$ cat src/rtl/plic_pkg.sv
// Shared constants and helpers for the PLIC target array and its priority selector.
package plic_pkg;

    localparam int ID_NONE = 0;

    localparam int DEF_SOURCES       = 8;
    localparam int DEF_TARGETS       = 2;
    localparam int DEF_PRIORITY_BITS = 3;
    localparam int DEF_ID_BITS       = 4;

    function automatic int clog2(input int value);
        int r;
        r = 0;
        while ((1 << r) < value) r++;
        return r;
    endfunction

    // Minimum ID width able to encode 0 plus every source ID.
    function automatic int min_id_bits(input int sources);
        return clog2(sources + 1);
    endfunction

endpackage

$ cat src/rtl/plic_priority_select.sv
// Combinational max-priority selector: returns the highest-priority candidate,
// lowest ID on a tie, or ID 0 / priority 0 when no candidate is present.
module plic_priority_select
    import plic_pkg::*;
#(
    parameter int SOURCES       = DEF_SOURCES,
    parameter int PRIORITY_BITS = DEF_PRIORITY_BITS,
    parameter int ID_BITS       = DEF_ID_BITS
) (
    input  logic [SOURCES-1:0]               cand_i,
    input  logic [SOURCES*PRIORITY_BITS-1:0] prio_i,
    output logic [ID_BITS-1:0]               id_o,
    output logic [PRIORITY_BITS-1:0]         pr_o
);

    // Ascending scan with strict compare keeps the lowest ID on equal priority.
    always_comb begin
        id_o = ID_BITS'(ID_NONE);
        pr_o = '0;
        for (int s = 0; s < SOURCES; s++) begin
            if (cand_i[s] && (prio_i[s*PRIORITY_BITS +: PRIORITY_BITS] > pr_o)) begin
                id_o = ID_BITS'(s + 1);
                pr_o = prio_i[s*PRIORITY_BITS +: PRIORITY_BITS];
            end
        end
    end

endmodule

$ cat src/rtl/plic_target_array.sv
// Multi-target PLIC back end: per-target selection and threshold compare, plus the
// claim/complete handshake around a global in-flight (busy) mask.
module plic_target_array
    import plic_pkg::*;
#(
    parameter int SOURCES       = DEF_SOURCES,
    parameter int TARGETS       = DEF_TARGETS,
    parameter int PRIORITY_BITS = DEF_PRIORITY_BITS,
    parameter int ID_BITS       = DEF_ID_BITS
) (
    input  logic                               clk_i,
    input  logic                               rst_i,
    input  logic [SOURCES-1:0]                 src_pending_i,
    input  logic [SOURCES*PRIORITY_BITS-1:0]   src_priority_i,
    input  logic [TARGETS*SOURCES-1:0]         enable_i,
    input  logic [TARGETS*PRIORITY_BITS-1:0]   threshold_i,
    input  logic [TARGETS-1:0]                 claim_i,
    input  logic [TARGETS-1:0]                 complete_i,
    input  logic [TARGETS*ID_BITS-1:0]         complete_id_i,
    output logic [TARGETS-1:0]                 ireq_o,
    output logic [TARGETS*ID_BITS-1:0]         id_o,
    output logic [TARGETS-1:0]                 claim_valid_o,
    output logic [TARGETS*ID_BITS-1:0]         claim_id_o,
    output logic [SOURCES-1:0]                 src_claimed_o
);

    logic [SOURCES-1:0]               busy_q, busy_d;
    logic [SOURCES-1:0]               prio_nz;
    logic [SOURCES-1:0]               claim_mask, complete_mask;
    logic [TARGETS*ID_BITS-1:0]       id_q, id_d;
    logic [TARGETS*PRIORITY_BITS-1:0] sel_pr;
    logic [TARGETS-1:0]               ireq_q, ireq_d;
    logic [TARGETS-1:0]               claim_valid_q;
    logic [TARGETS*ID_BITS-1:0]       claim_id_q, claim_id_d;
    logic [SOURCES-1:0]               src_claimed_q;

    always_comb begin
        prio_nz = '0;
        for (int s = 0; s < SOURCES; s++) begin
            prio_nz[s] = |src_priority_i[s*PRIORITY_BITS +: PRIORITY_BITS];
        end
    end

    for (genvar t = 0; t < TARGETS; t++) begin : g_target
        plic_priority_select #(
            .SOURCES       (SOURCES),
            .PRIORITY_BITS (PRIORITY_BITS),
            .ID_BITS       (ID_BITS)
        ) u_select (
            .cand_i (src_pending_i & ~busy_q & enable_i[t*SOURCES +: SOURCES] & prio_nz),
            .prio_i (src_priority_i),
            .id_o   (id_d[t*ID_BITS +: ID_BITS]),
            .pr_o   (sel_pr[t*PRIORITY_BITS +: PRIORITY_BITS])
        );

        assign ireq_d[t] = sel_pr[t*PRIORITY_BITS +: PRIORITY_BITS] >
                           threshold_i[t*PRIORITY_BITS +: PRIORITY_BITS];
    end

    // Claims grant the registered ID; busy and lower-index targets shadow it, which
    // closes the window where id_q still shows a source claimed the cycle before.
    always_comb begin
        claim_mask = '0;
        claim_id_d = '0;
        for (int t = 0; t < TARGETS; t++) begin
            for (int s = 0; s < SOURCES; s++) begin
                if (claim_i[t] && (id_q[t*ID_BITS +: ID_BITS] == ID_BITS'(s + 1)) &&
                    !busy_q[s] && !claim_mask[s]) begin
                    claim_mask[s]                  = 1'b1;
                    claim_id_d[t*ID_BITS +: ID_BITS] = ID_BITS'(s + 1);
                end
            end
        end
    end

    // Only IDs 1..SOURCES can match, so out-of-range codes fall through as ignored.
    always_comb begin
        complete_mask = '0;
        for (int t = 0; t < TARGETS; t++) begin
            for (int s = 0; s < SOURCES; s++) begin
                if (complete_i[t] && (complete_id_i[t*ID_BITS +: ID_BITS] == ID_BITS'(s + 1)) &&
                    busy_q[s] && enable_i[t*SOURCES + s]) begin
                    complete_mask[s] = 1'b1;
                end
            end
        end
    end

    assign busy_d = (busy_q & ~complete_mask) | claim_mask;

    always_ff @(posedge clk_i) begin
        if (rst_i) begin
            busy_q        <= '0;
            id_q          <= '0;
            ireq_q        <= '0;
            claim_valid_q <= '0;
            claim_id_q    <= '0;
            src_claimed_q <= '0;
        end else begin
            busy_q        <= busy_d;
            id_q          <= id_d;
            ireq_q        <= ireq_d;
            claim_valid_q <= claim_i;
            claim_id_q    <= claim_id_d;
            src_claimed_q <= claim_mask;
        end
    end

    assign ireq_o        = ireq_q;
    assign id_o          = id_q;
    assign claim_valid_o = claim_valid_q;
    assign claim_id_o    = claim_id_q;
    assign src_claimed_o = src_claimed_q;

endmodule
$ cat config.mk
export PLATFORM = sky130hd
export DESIGN_NAME = plic_target_array
export DESIGN_NICKNAME = d
export VERILOG_FILES = /design/src/rtl/plic_pkg.sv /design/src/rtl/plic_priority_select.sv /design/src/rtl/plic_target_array.sv
export SDC_FILE = /design/constraint.sdc
export NUM_CORES = 1
export LEC_CHECK = 0
export CORE_ASPECT_RATIO = 0.75
export CORE_MARGIN = 1
export CORE_UTILIZATION = 55
export DETAILED_ROUTE_END_ITERATION = 16
export GPL_ROUTABILITY_DRIVEN = 0
export PLACE_DENSITY = 0.95
export SLEW_MARGIN = 20
export SYNTH_ARGS = -nofsm -noshare
export SYNTH_HDL_FRONTEND = slang
export SYNTH_HIERARCHICAL = 1
export SYNTH_SLANG_ARGS = --single-unit
$ cat constraint.sdc
create_clock -name clk_i -period 40.9 [get_ports clk_i]
set_clock_uncertainty 0.2 [all_clocks]
set_input_delay 10.225 -clock clk_i [delete_from_list [all_inputs] [get_ports clk_i]]
set_output_delay 10.225 -clock clk_i [all_outputs]
set_load 0.02 [all_outputs]
# Word level (Yosys, flattened, before mapping)
# Cells that the tools add are included.
# classes
n_reduce_logical,132
magnitude_cmp,17
n_eq_ne,32
bitwise,9
mux,80
# ops
operator,n
1-bit logical AND,104
3-bit two-way mux,24
"4-bit by 3-bit == test with 1-bit output, second input constant",16
4-bit two-way mux,15
8-bit AND,6
3-bit greater-than comparator,16
1-bit two-way mux,36
"4-bit by 2-bit == test with 1-bit output, second input constant",8
3-bit OR reduction,8
"4-bit by 1-bit == test with 1-bit output, second input constant",4
"4-bit == test, second input constant",4
1-bit logical NOT,16
8-bit NOT,2
2-bit two-way mux,5
8-bit OR,1
2-bit OR reduction,4
"3-bit by 1-bit greater-than comparator with 1-bit output, second input constant",1
# word_totals
regBits,36
elab_cells,280
in_bits,68
output_inout_bits,28

# Depth between registers and ports, before layout
# depth
ltp_word,28
mapped_depth,55

# Cells and area by module
# Netlist, hierarchy kept.
# modules_own_cells
mod,cells_each,instances,seq_area_each_um2,area_each_um2
plic_target_array,197,1,720.7,1778.0
plic_priority_select (g_target[0].u_select),155,1,0.0,1084.8
plic_priority_select (g_target[1].u_select),149,1,0.0,1026.0

# Worst setup path before layout
# No wires, ideal clock.
# synth_timing
kind,in2reg
start,input src_priority_i[1]
end,register ireq_q[1] (netlist: ireq_o[1])
setup_time_ps,133
n_path_buf,1
stages,49
slack_ps,20906
arrival_time_ps,19660
cell_sequence,nor3_1 -> nor3b_1 -> and2_1 -> and2_1 -> ha_1 -> and3_4 -> a211o_1 -> mux2_2 -> ha_1 -> nor2_1 -> maj3_2 -> a211oi_1 -> ha_1 -> or2_2 -> a41oi_1 -> o221ai_1 -> mux2_4 -> ha_1 -> (+13 left out) -> a21oi_1 -> maj3_2 -> and2_1 -> clkbuf_1 -> nor3_1 -> a21oi_1 -> ha_1 -> nor2b_1 -> o21ai_0 -> nand2b_1 -> nand3_1 -> inv_1 -> a21o_1 -> o22a_1 -> ha_1 -> a21o_1 -> a21oi_1 -> a311oi_1
# synth_between
elab_chain_cells,26
elab_cells_between_ends,27
classes_between,order compare (9); mux (8); bitwise (1); reduce/logical (9)
# synth_rtl
element,line_no,rtl
"start, declared",plic_target_array.sv:14,"input logic [SOURCES*PRIORITY_BITS-1:0] src_priority_i,"
branches (longest 3 deep; another with 3-bit by 1-bit greater-than comparator with 1-bit output),-,
3-bit two-way mux *,plic_priority_select.sv:21,if (cand_i[s] && (prio_i[s*PRIORITY_BITS +: PRIORITY_BITS] > pr_o)) begin
3-bit greater-than comparator,plic_priority_select.sv:21,
1-bit logical AND,plic_priority_select.sv:21,
3-bit two-way mux *,plic_priority_select.sv:21,
3-bit greater-than comparator,plic_priority_select.sv:21,
1-bit logical AND,plic_priority_select.sv:21,
3-bit two-way mux *,plic_priority_select.sv:21,
(+9 left out),-,
3-bit greater-than comparator,plic_priority_select.sv:21,
1-bit logical AND,plic_priority_select.sv:21,
3-bit two-way mux *,plic_priority_select.sv:21,
3-bit greater-than comparator,plic_priority_select.sv:21,
1-bit logical AND,plic_priority_select.sv:21,
3-bit two-way mux *,plic_priority_select.sv:21,
net sel_pr[4],plic_target_array.sv:31,logic [TARGETS*PRIORITY_BITS-1:0] sel_pr;
3-bit greater-than comparator *,plic_target_array.sv:56,assign ireq_d[t] = sel_pr[t*PRIORITY_BITS +: PRIORITY_BITS] >
"end signal, assigned",plic_target_array.sv:102,ireq_q <= ireq_d;
"end, declared",plic_target_array.sv:32,"logic [TARGETS-1:0] ireq_q, ireq_d;"
# Mark *: on every way through the listed nets, which the timed path passes.
# A chain may end at the register's enable or synchronous reset.

# Final worst setup path
# layout_timing
start,input src_priority_i[2]
end,register ireq_q[1] (netlist: ireq_o[1])
# The elaborated chain is that of the path after synthesis.

==> flow_summary_export.csv <==
group,metric,value,unit
grt,grt_pass1_vias,4237,
logic_synthesis,yosysUniqueCellTypes,85,
sta,fin_worst_hold_slack,0.3551,ns
logic_synthesis,avgSynthCellArea,7.762,sq um
flow_run,drv_cap,0,
final_layout,multi_input_area,2995,sq um
floorplan,die_y,74.82,um
cts,insertion_delay,0.29,ns
logic_synthesis,yosys-top-cells-area,"dfxtp_1 (19%), ha_1 (9.7%), a21oi_1 (4.4%)",
status,status,"finished, final reports clean",
logic_synthesis,async_flop_share,0,%
critical_path,required,40.84,ns
critical_path,crit_path_start_kind,"primary input",
logic_synthesis,yosysWarnings,6,
place,place.detailed.hpwl,10390,um
power_and_ir_drop,internal_power,0.09335,mW
power_and_ir_drop,vdd_drop_max,14.16,uV
power_and_ir_drop,power_frac_comb,49.0,%
power_and_ir_drop,swShare,37.16,%
critical_path,crit_top_cell,"ha_1",
floorplan,design.core.area,6832,sq um
cts,clock-root-buffer,"clkbuf_8",
critical_path,worstReg2RegStart,"busy_q[0]",
critical_path,worstPathArrival,21.63,ns
sta,tightest_slew,0.8709,ns
final_layout,diodes,0,
floorplan,dieWidth,99.10,um
sta,rsz0062_at_grt,"false",
cts,cts_made_buffers,5,
logic_synthesis,yosys.area.top_type,"dfxtp_1",
grt,overflow,0,
sta,setup_viol,0,
place,placed_cells,676,
hold_path,hold_path_class,"reg -> reg",
hold_path,whs_endpoint,"busy_q[5]",
final_layout,design_area,5049,sq um
logic_synthesis,ys_ff_latch,36,
critical_path,r2r_cells,47,
sta,fin_ws,19.21,ns
sta,tns,0,ns
grt,grt_max_degree,25,
logic_synthesis,synth_edf_count,0,
routing,vias_per_cell,6.772,
routing,num_vias,4632,
logic_synthesis,synth_nets,599,
final_layout,area_growth,29.83,%
logic_synthesis,seq_area_frac_synth,18.53,%
routing,firstDrtPassIters,9,
floorplan,row_count,26,
final_layout,drive_above_1_share,7.500,%
logic_synthesis,syn_inst,501,
hold_path,holdPathStages,2,
routing,wl_per_cell,19.02,um
floorplan,dieArea,7414,sq um
power_and_ir_drop,p_clk_share,23.2,%
sta,timing.final.crit_period,21.69,ns
power_and_ir_drop,p_per_area,29.42,nW/um^2
routing,drt_iter0_markers,570,
power_and_ir_drop,p_seq_share,27.8,%
grt,grt_pass1_wl,20580,um
critical_path,crit_slowest_cell,"clkdlybuf4s50_1",
final_layout,instances_no_fill,684,
critical_path,criticalPathCategory,"in -> reg",
cts,postCtsHoldBufs,0,
cts,cts_max_level,2,
sta,drv_slew,0,
routing,wirelength,13010,um
hold_path,min-delay-start,"busy_q[5]",
cts,path_clk_slew,0.07,ns
grt,track_usage,34.93,%
place,dpl_cell_area,4922,sq um
critical_path,endpoint_kind,"flip-flop",
routing,drcViolationCount,0,
floorplan,initial_core_util,56.92,%
power_and_ir_drop,power_switching,0.05520,mW
final_layout,ff_latch_area,720.7,sq um
critical_path,r2r-end,"ireq_o[1]",
final_layout,fillers,484,
sta,slew_headroom,41.76,%
cts,cts_setup_buffers,0,
floorplan,pin_count,96,
cts,cts_buffer_depth,2,
final_layout,layout.nets,697,
logic_synthesis,synth_top_flop_cell,"dfxtp_1",
sta,min_period_over_period,53.04,%
cts,cts_sinks,36,
logic_synthesis,post-synth-top-area-fraction,18.53,%
grt,antenna_found_initial,0,
critical_path,slowest_delay,0.61,ns
routing,drt.antenna.violating_nets,0,
critical_path,critPathMaxFanout,8,
cts,cts_resized,0,
sta,hold_viol,0,
power_and_ir_drop,power.leakage,2.043,nW
cts,cts_tree,"yes",
place,place_ws,19.14,ns
critical_path,rrSetupSlack,29.42,ns
sta,fmax,46.10,MHz
logic_synthesis,synth.cell_area,3889,sq um
place,portBuffers,95,
==> synth_stat cells, drive strengths merged (13+ instances only) <==
cell,count
dfxtp,36
nor2b,29
nor2,26
and2,27
nand2,35
o21ai,21
nand3,24
nor3,13
inv,39
a21oi,34
nor3b,13
ha,30
==> how the worst max path moves through the flow <==
stage                      startpoint   endpoint  cells after the start
global placement    src_priority_i[2]  ireq_o[1]                     49
global route        src_priority_i[2]  ireq_o[1]                     51
floorplan           src_priority_i[1]  ireq_o[1]                     49
finish              src_priority_i[2]  ireq_o[1]                     49
CTS                 src_priority_i[2]  ireq_o[1]                     49
detailed placement  src_priority_i[2]  ireq_o[1]                     49
==> cell usage in the layout, fill, tap and decap left out, types with 9 or more instances in the layout <==
| master | Yosys | final |
|---|---|---|
| dfxtp_1 | 36 | 36 |
| nand4_1 | 9 | 9 |
| nor3_1 | 13 | 13 |
| clkdlybuf4s50_1 | 0 | 95 |
| ha_1 | 30 | 30 |
| inv_1 | 39 | 39 |
| a21oi_1 | 34 | 34 |
| nand3_1 | 24 | 24 |
| nor3b_1 | 13 | 13 |
| nor2_1 | 25 | 25 |
| nand2_1 | 33 | 33 |
| a41o_1 | 9 | 9 |
| nor2b_1 | 26 | 26 |
| o21ai_0 | 17 | 17 |
| and2_1 | 26 | 26 |
==> per-stage QoR <==
step	util, %	total power, mW
after detailed placement	72.05	0.1123
after global routing	73.90	0.1564
after floorplan	-	0.08703
final	73.90	0.1486
after CTS	73.90	0.1460
after global placement	72.05	0.1085
==> logic make-up after synthesis <==
kind of cell	count (synthesis)	synth area share, %
AO/OA/AOI/OAI	152	29.67
AND/OR/NAND/NOR	228	34.36
multiplexers	5	1.705
adder cells (fa/ha/maj)	36	11.29
flip-flops	36	18.53
buffers and inverters	44	4.440
==> critical path, delay by kind of cell <==
kind	cells	cell delay, ns
AO/OA/AOI/OAI	20	3.88
AND/OR/NAND/NOR	15	2.96
buffers and inverters	2	0.76
adder cells (fa/ha/maj)	10	2.98
multiplexers	2	0.78
==> state kept, by name (all words and copies together) (netlist names) <==
| signal | cells |
|---|---|
| busy_q | 8 |
| claim_id_o | 8 |
| claim_valid_o | 2 |
| id_o | 8 |
| ireq_o | 2 |
| src_claimed_o | 8 |
==> power groups by stage <==
stage	Clock, mW	Sequential [mW]	Combinational (mW)
2_1_floorplan	0	0.0440	0.0430
3_3_place_gp	0	0.0417	0.0668
3_5_place_dp	0	0.0419	0.0705
4_1_cts	0.0340	0.0411	0.0710
5_1_grt	0.0359	0.0416	0.0789
6_report	0.0344	0.0413	0.0728
==> area by class of cell <==
type / count / area share (%)
flip-flops and latches: 36 / 14.28
repair buffers: 95 / 18.84
clock buffers: 7 / 1.908
well taps: 84 / 2.082
inverters: 40 / 2.974
multi-input cells: 421 / 59.33
clock inverters: 1 / 0.5948
==> metal layers <==
metal / part of all wire (%) / wire length, um / global-route usage (%) / up-vias
met3: 13 / 1705 / 6.592 / 55
met5: 0 / 0 / 0 / -
met1: 39 / 5072 / 45.80 / 2095
met4: 3.4 / 444 / 14.54 / 0
li1: - / - / - / 2114
met2: 44 / 5787 / 57.58 / 368
Note: power is estimated with default switching activity, not from simulation.
